$ cat src/rtl/mips_pkg.sv
// Shared definitions for the MIPS pipeline front end.
// Contents:
//   FETCH_*          2-bit encodings of the fetch sequencer states
//   fetch_state_e    enum built on those encodings
//   DEFAULT_RESET_PC PC loaded on reset unless overridden
//   PC_INCR          sequential fetch stride in bytes
//   PC_ALIGN_MASK    clears the byte-offset bits of an address
package mips_pkg;

    localparam logic [1:0] FETCH_IDLE = 2'd0;
    localparam logic [1:0] FETCH_REQ  = 2'd1;
    localparam logic [1:0] FETCH_WAIT = 2'd2;
    localparam logic [1:0] FETCH_HOLD = 2'd3;

    typedef enum logic [1:0] {
        S_IDLE = FETCH_IDLE,
        S_REQ  = FETCH_REQ,
        S_WAIT = FETCH_WAIT,
        S_HOLD = FETCH_HOLD
    } fetch_state_e;

    localparam logic [31:0] DEFAULT_RESET_PC = 32'h0000_0000;
    localparam logic [31:0] PC_INCR          = 32'd4;
    localparam logic [31:0] PC_ALIGN_MASK    = 32'hFFFF_FFFC;

endpackage

$ cat src/rtl/fetch_skid_buf.sv
// One-entry holding register for a fetched word that arrived while decode
// was stalled.
// Ports:
//   clock, reset      clock and asynchronous active-low reset
//   load_i            capture {instr_i, pc_i} and mark the entry valid
//   clear_i           entry consumed; drop the valid bit
//   flush_i           pipeline flush; drop the entry and zero its contents
//   instr_i, pc_i     word and its address to capture
//   valid_o           entry holds a live word
//   instr_o, pc_o     held word and its address
module fetch_skid_buf
    import mips_pkg::*;
(
    input  logic        clock,
    input  logic        reset,
    input  logic        load_i,
    input  logic        clear_i,
    input  logic        flush_i,
    input  logic [31:0] instr_i,
    input  logic [31:0] pc_i,
    output logic        valid_o,
    output logic [31:0] instr_o,
    output logic [31:0] pc_o
);

    logic        valid_q;
    logic [31:0] instr_q;
    logic [31:0] pc_q;

    always_ff @(posedge clock or negedge reset) begin
        if (!reset) begin
            valid_q <= 1'b0;
            instr_q <= '0;
            pc_q    <= '0;
        end else if (flush_i) begin
            valid_q <= 1'b0;
            instr_q <= '0;
            pc_q    <= '0;
        end else if (load_i) begin
            valid_q <= 1'b1;
            instr_q <= instr_i;
            pc_q    <= pc_i;
        end else if (clear_i) begin
            valid_q <= 1'b0;
        end
    end

    assign valid_o = valid_q;
    assign instr_o = instr_q;
    assign pc_o    = pc_q;

endmodule

$ cat src/rtl/fetch_stage.sv
// Instruction-fetch stage: owns the PC, issues one word fetch at a time over
// a req/ready + rvalid handshake and feeds the IF/ID pipeline register.
// Honours decode stalls and branch/jump redirects from EX.
//
// Optional build macro: FETCH_PERF_EN adds perf_fetched / perf_stalled.
//
// Ports:
//   clock, reset         clock; asynchronous active-low reset
//   stall                decode cannot accept; IF/ID holds
//   redirect, redirect_pc  taken branch/jump and its target (bits [1:0] ignored)
//   imem_req, imem_addr  fetch request and word-aligned address (= PC)
//   imem_ready           memory accepts the request this cycle
//   imem_rvalid, imem_rdata  response strobe and fetched word
//   id_valid, id_instruction, id_pc, id_pc_plus4  IF/ID register outputs
//   perf_fetched, perf_stalled  event counters (FETCH_PERF_EN only)
//
// state | meaning
// IDLE  | leaving reset, no request yet
// REQ   | imem_req high at PC, waiting for imem_ready
// WAIT  | one request outstanding, waiting for imem_rvalid
// HOLD  | fetched word parked in skid buffer until decode unstalls
module fetch_stage
    import mips_pkg::*;
#(
    parameter logic [31:0] RESET_PC = DEFAULT_RESET_PC
) (
    input  logic        clock,
    input  logic        reset,
    input  logic        stall,
    input  logic        redirect,
    input  logic [31:0] redirect_pc,
    output logic        imem_req,
    output logic [31:0] imem_addr,
    input  logic        imem_ready,
    input  logic        imem_rvalid,
    input  logic [31:0] imem_rdata,
    output logic        id_valid,
    output logic [31:0] id_instruction,
    output logic [31:0] id_pc,
    output logic [31:0] id_pc_plus4
`ifdef FETCH_PERF_EN
    ,
    output logic [31:0] perf_fetched,
    output logic [31:0] perf_stalled
`endif
);

    localparam logic [31:0] RESET_PC_ALIGNED = RESET_PC & PC_ALIGN_MASK;

    fetch_state_e state_q, state_d;
    logic [31:0]  pc_q, pc_d;
    logic         drop_q, drop_d;

    logic         id_valid_q, id_valid_d;
    logic [31:0]  id_instr_q, id_instr_d;
    logic [31:0]  id_pc_q, id_pc_d;
    logic [31:0]  id_pc_plus4_q, id_pc_plus4_d;

    logic         skid_load, skid_clear, skid_flush;
    logic         skid_valid;
    logic [31:0]  skid_instr, skid_pc;

    // A request is still owed a response after this edge if we are waiting
    // and it has not arrived, or if one is being accepted right now.
    logic         rsp_in_flight;

    assign rsp_in_flight = ((state_q == S_WAIT) && !imem_rvalid) ||
                           ((state_q == S_REQ)  &&  imem_ready);

    fetch_skid_buf u_skid (
        .clock   (clock),
        .reset   (reset),
        .load_i  (skid_load),
        .clear_i (skid_clear),
        .flush_i (skid_flush),
        .instr_i (imem_rdata),
        .pc_i    (pc_q),
        .valid_o (skid_valid),
        .instr_o (skid_instr),
        .pc_o    (skid_pc)
    );

    always_ff @(posedge clock or negedge reset) begin
        if (!reset) begin
            state_q       <= S_IDLE;
            pc_q          <= RESET_PC_ALIGNED;
            drop_q        <= 1'b0;
            id_valid_q    <= 1'b0;
            id_instr_q    <= '0;
            id_pc_q       <= '0;
            id_pc_plus4_q <= '0;
        end else begin
            state_q       <= state_d;
            pc_q          <= pc_d;
            drop_q        <= drop_d;
            id_valid_q    <= id_valid_d;
            id_instr_q    <= id_instr_d;
            id_pc_q       <= id_pc_d;
            id_pc_plus4_q <= id_pc_plus4_d;
        end
    end

    always_comb begin
        state_d       = state_q;
        pc_d          = pc_q;
        drop_d        = drop_q;
        // With decode free and nothing loaded this cycle, IF/ID becomes a bubble.
        id_valid_d    = stall ? id_valid_q : 1'b0;
        id_instr_d    = id_instr_q;
        id_pc_d       = id_pc_q;
        id_pc_plus4_d = id_pc_plus4_q;
        skid_load     = 1'b0;
        skid_clear    = 1'b0;
        skid_flush    = 1'b0;

        if (redirect) begin
            id_valid_d = 1'b0;
            skid_flush = 1'b0 | 1'b1;
            pc_d       = redirect_pc & PC_ALIGN_MASK;
            // The stale response still has to be swallowed before the target
            // can be requested; a second redirect reuses the same pending drop.
            if (rsp_in_flight) begin
                drop_d  = 1'b1;
                state_d = S_WAIT;
            end else begin
                drop_d  = 1'b0;
                state_d = S_REQ;
            end
        end else begin
            case (state_q)
                S_IDLE: state_d = S_REQ;
                S_REQ: begin
                    if (imem_ready) state_d = S_WAIT;
                end
                S_WAIT: begin
                    if (imem_rvalid) begin
                        if (drop_q) begin
                            drop_d  = 1'b0;
                            state_d = S_REQ;
                        end else begin
                            pc_d = pc_q + PC_INCR;
                            if (!stall) begin
                                id_valid_d    = 1'b1;
                                id_instr_d    = imem_rdata;
                                id_pc_d       = pc_q;
                                id_pc_plus4_d = pc_q + PC_INCR;
                                state_d       = S_REQ;
                            end else begin
                                skid_load = 1'b1;
                                state_d   = S_HOLD;
                            end
                        end
                    end
                end
                S_HOLD: begin
                    if (!stall) begin
                        id_valid_d    = skid_valid;
                        id_instr_d    = skid_instr;
                        id_pc_d       = skid_pc;
                        id_pc_plus4_d = skid_pc + PC_INCR;
                        skid_clear    = 1'b1;
                        state_d       = S_REQ;
                    end
                end
                default: state_d = S_IDLE;
            endcase
        end
    end

    assign imem_req       = (state_q == S_REQ);
    assign imem_addr      = pc_q;
    assign id_valid       = id_valid_q;
    assign id_instruction = id_instr_q;
    assign id_pc          = id_pc_q;
    assign id_pc_plus4    = id_pc_plus4_q;

`ifdef FETCH_PERF_EN
    logic [31:0] perf_fetched_q;
    logic [31:0] perf_stalled_q;
    logic        live_load;

    // With stall low, id_valid_d can only be set by an actual IF/ID load.
    assign live_load = !stall && id_valid_d;

    always_ff @(posedge clock or negedge reset) begin
        if (!reset) begin
            perf_fetched_q <= '0;
            perf_stalled_q <= '0;
        end else begin
            if (live_load)            perf_fetched_q <= perf_fetched_q + 32'd1;
            if (stall && id_valid_q)  perf_stalled_q <= perf_stalled_q + 32'd1;
        end
    end

    assign perf_fetched = perf_fetched_q;
    assign perf_stalled = perf_stalled_q;
`endif

endmodule

$ cat config.mk
export PLATFORM = sky130hd
export DESIGN_NAME = fetch_stage
export DESIGN_NICKNAME = d
export VERILOG_FILES = /design/src/rtl/mips_pkg.sv /design/src/rtl/fetch_skid_buf.sv /design/src/rtl/fetch_stage.sv
export SDC_FILE = /design/constraint.sdc
export NUM_CORES = 1
export LEC_CHECK = 0
export CAP_MARGIN = 20
export CORE_ASPECT_RATIO = 1.75
export CORE_MARGIN = 1.5
export CORE_UTILIZATION = 50
export DETAILED_ROUTE_END_ITERATION = 16
export HOLD_SLACK_MARGIN = 0.05
export PLACE_DENSITY_LB_ADDON = 0.25
export SLEW_MARGIN = 20
export SYNTH_ARGS = -nofsm -noshare
export SYNTH_HDL_FRONTEND = slang
export SYNTH_SLANG_ARGS = --single-unit
$ cat constraint.sdc
create_clock -name clock -period 3.7 [get_ports clock]
set_input_delay 0.74 -clock clock [delete_from_list [all_inputs] [get_ports clock]]
set_output_delay 0.74 -clock clock [all_outputs]
set_load 0.01 [all_outputs]
## Word-level counts from Yosys, hierarchy flattened

Cells that the tools add are included.

- Add/sub/neg operators: 2
- Multipliers: 0
- Divide/modulo/power cells: 0
- Magnitude comparators: 0
- Eq/ne operators: 11
- Shift-type cells: 0
- Multiplexer cells: 54
- Bitwise gates (word level): 1
- Reductions and logical operators: 14

Operator list:

| kind | count |
|---|---|
| two-way mux 32 bit | 20 |
| case mux 32 bit (2 select lines) | 3 |
| adder 32 x 3 -> 32 bit (second input constant) | 2 |
| two-way mux 1 bit | 22 |
| two-way mux 2 bit | 7 |
| inequality test 2 bit (second input constant) | 5 |
| case mux 2 bit (4 select lines) | 1 |
| nonzero test 2 bit | 4 |
| inequality test 3 bit (second input constant) | 2 |
| AND reduction 3 bit | 2 |
| AND reduction 6 bit | 1 |
| == test 2 bit (second input constant) | 2 |
| inequality test 3 x 2 -> 1 bit (second input constant) | 1 |
| nonzero test 3 bit | 1 |
| == test 2 x 1 -> 1 bit (second input constant) | 1 |
| logical AND 1 bit | 2 |
| zero test 2 bit | 1 |
| case mux 1 bit (2 select lines) | 1 |
| AND reduction 2 bit | 1 |
| zero test 1 bit | 1 |
| logical OR 1 bit | 1 |
| NOT 1 bit | 1 |

- Register bits after elaboration: 197
- Latch bits: 0
- Memory bits (writable): 0
- Memory bits (read-only): 0
- Input port bits: 70
- Output and inout port bits: 130
- Word-level logic and storage cells: 92
- Memories kept: 0

## Longest topological paths before layout

- Depth after elaboration: 7
- Depth in mapped cells: 9
- Depth with buffers taken out: 7

## Hierarchy

A second synthesis with hierarchy kept.

- Cell total of the unflattened synthesis: 1049
- Area total of the unflattened synthesis: 10058.4 um^2

Modules (own cells, without submodules):

| module | times used | cells an instance | area an instance (um^2) | seq. area each (um^2) |
|---|---|---|---|---|
| fetch_stage | 1 | 839 | 7388.3 | 3203.1 |
| fetch_skid_buf | 1 | 210 | 2670.1 | 1626.6 |

## Least setup slack after synthesis

Ideal clock, no wire load.

- Path kind: register to register
- Start: register pc_q[2], in the netlist imem_addr[2]
- End: register id_pc_plus4_q[22], in the netlist id_pc_plus4[22]
- Setup time: 0.135 ns
- Arrival: 1.880 ns
- Required time: 3.565 ns
- Path slack: 1.685 ns
- Cell stages (with the launch flop): 8
- Path buffers: 1
- Clock period less this slack: 2.015 ns
- Path through: dfrtp_1 > ha_1 > nand4_1 > or4_4 > buf_6 > nor2_4 > xnor2_1 > o211ai_2

- Longest elaborated chain between the ends: 5

Ends and longest elaborated chain:

| what | RTL line | source |
|---|---|---|
| from (decl) | fetch_stage.sv:51 | `logic [31:0] pc_q, pc_d;` |
| from (signal assigned) | fetch_stage.sv:94 | `pc_q <= pc_d;` |
| adder 32 x 3 -> 32 bit | fetch_stage.sv:146 | `id_pc_plus4_d = pc_q + PC_INCR;` |
| two-way mux 32 bit | fetch_stage.sv:142 | `if (!stall) begin` |
| two-way mux 32 bit | fetch_stage.sv:137 | `if (drop_q) begin` |
| two-way mux 32 bit | fetch_stage.sv:136 | `if (imem_rvalid) begin` |
| case mux 32 bit (2 select lines) | fetch_stage.sv:130 | `case (state_q)` |
| to (signal assigned) | fetch_stage.sv:99 | `id_pc_plus4_q <= id_pc_plus4_d;` |
| to (decl) | fetch_stage.sv:57 | `logic [31:0] id_pc_plus4_q, id_pc_plus4_d;` |

Every way passes these cells. The select of a mux whose other input is x is not followed.
A chain may end at the register's enable or synchronous reset.

## Worst setup path in the final report

- Start: input port imem_rvalid
- End: register id_instr_q[29], in the netlist id_instruction[29]

- Longest elaborated chain between the ends: 2

Ends and longest elaborated chain:

| what | RTL line | source |
|---|---|---|
| from (decl) | fetch_stage.sv:35 | `input logic imem_rvalid,` |
| inequality test 2 bit (no source line) | n/a |  |
| AND reduction 6 bit (no source line) | n/a |  |
| to (signal assigned) | fetch_stage.sv:97 | `id_instr_q <= id_instr_d;` |
| to (decl) | fetch_stage.sv:55 | `logic [31:0] id_instr_q, id_instr_d;` |

Every way passes these cells.

==> results.py <==
metrics = {
    "power_and_ir_drop": {
        "p_int_mw": 5.03,
        "p_total_mw": 7.43,
        "p_clk_share_pct": 24.9,
        "p_leak_nw": 5.22,
        "pwr-share-seq_pct": 40.5,
        "combPwrFrac_pct": 34.6,
        "switching_share_pct": 32.3,
        "powerDensity_nw_per_um2": 597,
        "p_sw_mw": 2.40,
        "ir_drop_v": 0.000482,
    },
    "yosys": {
        "synth.top_cells.by_area": "dfrtp_1 48%, mux2i_1 7.8%, nand2_1 5.6%",
        "ys.flop_type": "dfrtp_1",
        "synthesis.area_sq_um": 9860,
        "yosysSeqAreaShare_pct": 48.5,
        "synth_top_area_share_pct": 48.5,
        "synth-edff-count": 0,
        "ys_types": 58,
        "ys_top_cells_by_count": "191 x dfrtp_1, 147 x nand2_1, 107 x o21ai_0",
        "synth-async-reset-ratio_pct": 100,
        "yosysMostFrequentCell": "dfrtp_1",
        "syn_area_per_cell_sq_um": 9.94,
        "netlist_instances": 992,
        "synth_warnings": 0,
        "synth-seq-cells": 191,
        "synth.largest_area_cell": "dfrtp_1",
    },
    "critical_path": {
        "critPathLaunch": "imem_rvalid",
        "r2r_start": "state_q[0]",
        "path_class": "primary input to register",
        "endpoint_kind": "register",
        "worst-path-max-fanout": 51,
        "required_ns": 3.99,
        "arrival_ns": 3.01,
        "startpoint_type": "primary input",
    },
    "clock_network": {
        "cts-root-buf": "clkbuf_16",
        "clockBufferDepth": 2,
        "holdBufCountCts": 0,
        "numClockSinks": 191,
        "clk_pin_slew_worst_paths_ns": 0.07,
        "clk_latency_ns": 0.44,
        "cts_buffers": 17,
        "cts_max_level": 4,
        "cts_tree": "done",
        "cts_setup_buffers": 0,
        "cts_resized": 0,
    },
    "sta": {
        "finalCritPeriodShare_pct": 73.3,
        "setup_viol": 0,
        "clock.fmax_mhz": 368,
        "fin_worst_skew_ns": 0.0142,
        "hold_viol": 0,
        "tightest_slew_ns": 0.992,
        "holdWs_ns": 0.278,
        "rsz0062_at_grt": "no",
        "fin_setup_tns_ns": 0,
        "max-slew-margin-rel_pct": 33.4,
        "fin_crit_ns": 2.71,
        "drv_slew": 0,
    },
    "global_routing": {
        "use_met3_pct": 4.39,
        "grtUsageMet2_pct": 44.5,
        "grt_pass1_vias": 8028,
        "overflow": 0,
        "antenna_found_initial": 0,
        "grtUsageMet1_pct": 31.4,
        "busiest_layer": "met2",
        "grt_max_degree": 91,
        "grt.total_usage_pct": 26.1,
        "grt_pass1_wl_um": 41700,
    },
    "detailed_routing": {
        "drt_pre_antenna_iters": 5,
        "wl_per_cell_um": 18.9,
        "drc": 0,
        "vias": 8029,
        "postRouteAntennaNets": 0,
        "routed_via_density": 5.79,
        "wl_um": 26200,
        "drtIter0Drc": 619,
    },
    "die": {
        "die_x_um": 109,
        "dieHeight_um": 189,
        "placeableCoreArea_sq_um": 19300,
        "design.portCount": 200,
        "num_rows": 67,
        "initial_utilization_pct": 51.2,
        "die-area_sq_um": 20600,
    },
    "place": {
        "gp_congestion": 0.900,
        "dp_cells": 1354,
        "io_buffers": 195,
        "dpl.hpwl_um": 18400,
    },
    "run": {
        "maxCapViolCount": 0,
    },
    "finish": {
        "utilization_pct": 64.5,
        "antenna-diode-count": 0,
        "syn2layout_area_growth_pct": 26.0,
        "stdcell_count": 1386,
        "nFillCells": 1614,
        "drive_above_1_share_pct": 6.20,
        "finalNetCount": 1207,
    },
    "run_status": {
        "status": "finished, final reports clean",
    },
    "worst_hold_path": {
        "worst_hold_path_type": "primary input to async pin",
    },
}
[state kept, by name (all words and copies together), names as in the netlist]
register,count
drop_q,1
id_valid,1
id_pc_plus4,30
u_skid.valid_o,1
id_instruction,32
u_skid.pc_o,31
imem_addr,30
id_pc,31
u_skid.instr_o,32
state_q,2
[cells in the final DEF (no fill, tap or decap), drive strengths merged, types with 16 or more instances in the layout]
master         count
a22o              62
o21ai            116
clkbuf            24
xnor2             26
buf               16
dfrtp            191
nand3             29
clkdlybuf4s50    193
nor2              34
inv               19
xor2              43
nand2            147
mux2i             77
nand4             35
[power groups by stage]
stage	Sequential (mW)	Clock, mW	Combinational, mW
after global placement	3.03	0	2.55
final	3.01	1.85	2.57
after floorplan	3.14	0	1.06
after CTS	3.01	1.89	2.61
after global routing	3.07	1.98	2.81
after detailed placement	3.04	0	2.60
[path summary, 6_finish.rpt]
check / slack [ns] / endpoint / cells past startpoint
setup / recovery: 0.99 / id_instruction[29] / 5
hold / removal: 0.28 / id_instruction[26] / 1
setup reg to reg: 0.99 / id_instruction[29] / 6
hold reg to reg: 0.48 / id_pc_plus4[2] / 1
max in group asynchronous: 2.50 / u_skid.pc_o[8] / 2
min in group clock: 0.48 / id_pc_plus4[2] / 1
[routing by layer]
metal  part of all wire, %  routed length [um]
met3                   4.5                1180
met4                   3.4                 894
met1                    41               10600
met5                     0                   0
met2                    51               13400
[worst max-delay path, cell delays in order]
cell and delay (ns):
clkdlybuf4s50_1 0.50, and3b_1 0.38, o21ai_4 0.67, buf_4 0.52, o21ai_0 0.18
[final cells by class]
cell class,instances,area (sq um),share of cell area [%]
flip-flops and latches,191,4780,38.4
clock buffers,23,478,3.84
well taps,241,302,2.43
clock inverters,9,108,0.866
inverters,18,67.6,0.543
multi-input cells,694,4610,37.1
repair buffers,210,2090,16.8
[through the flow]
stage,setup slack (ns),area [sq um]
after floorplan,1.69,9870
after global placement,0.608,11800
after detailed placement,0.530,11800
after CTS,0.969,12400
after global routing,0.747,12400
final,0.986,12400
[cells by family after synthesis]
group	share of synthesized area, %
fa+ha+maj	0.634
mux	7.81
xor+xnor	6.13
compound gates	14.5
flops	48.5
other cells	0.0380
buf+inv	5.18
simple gates	17.3
(Power assumes the default switching activity.)
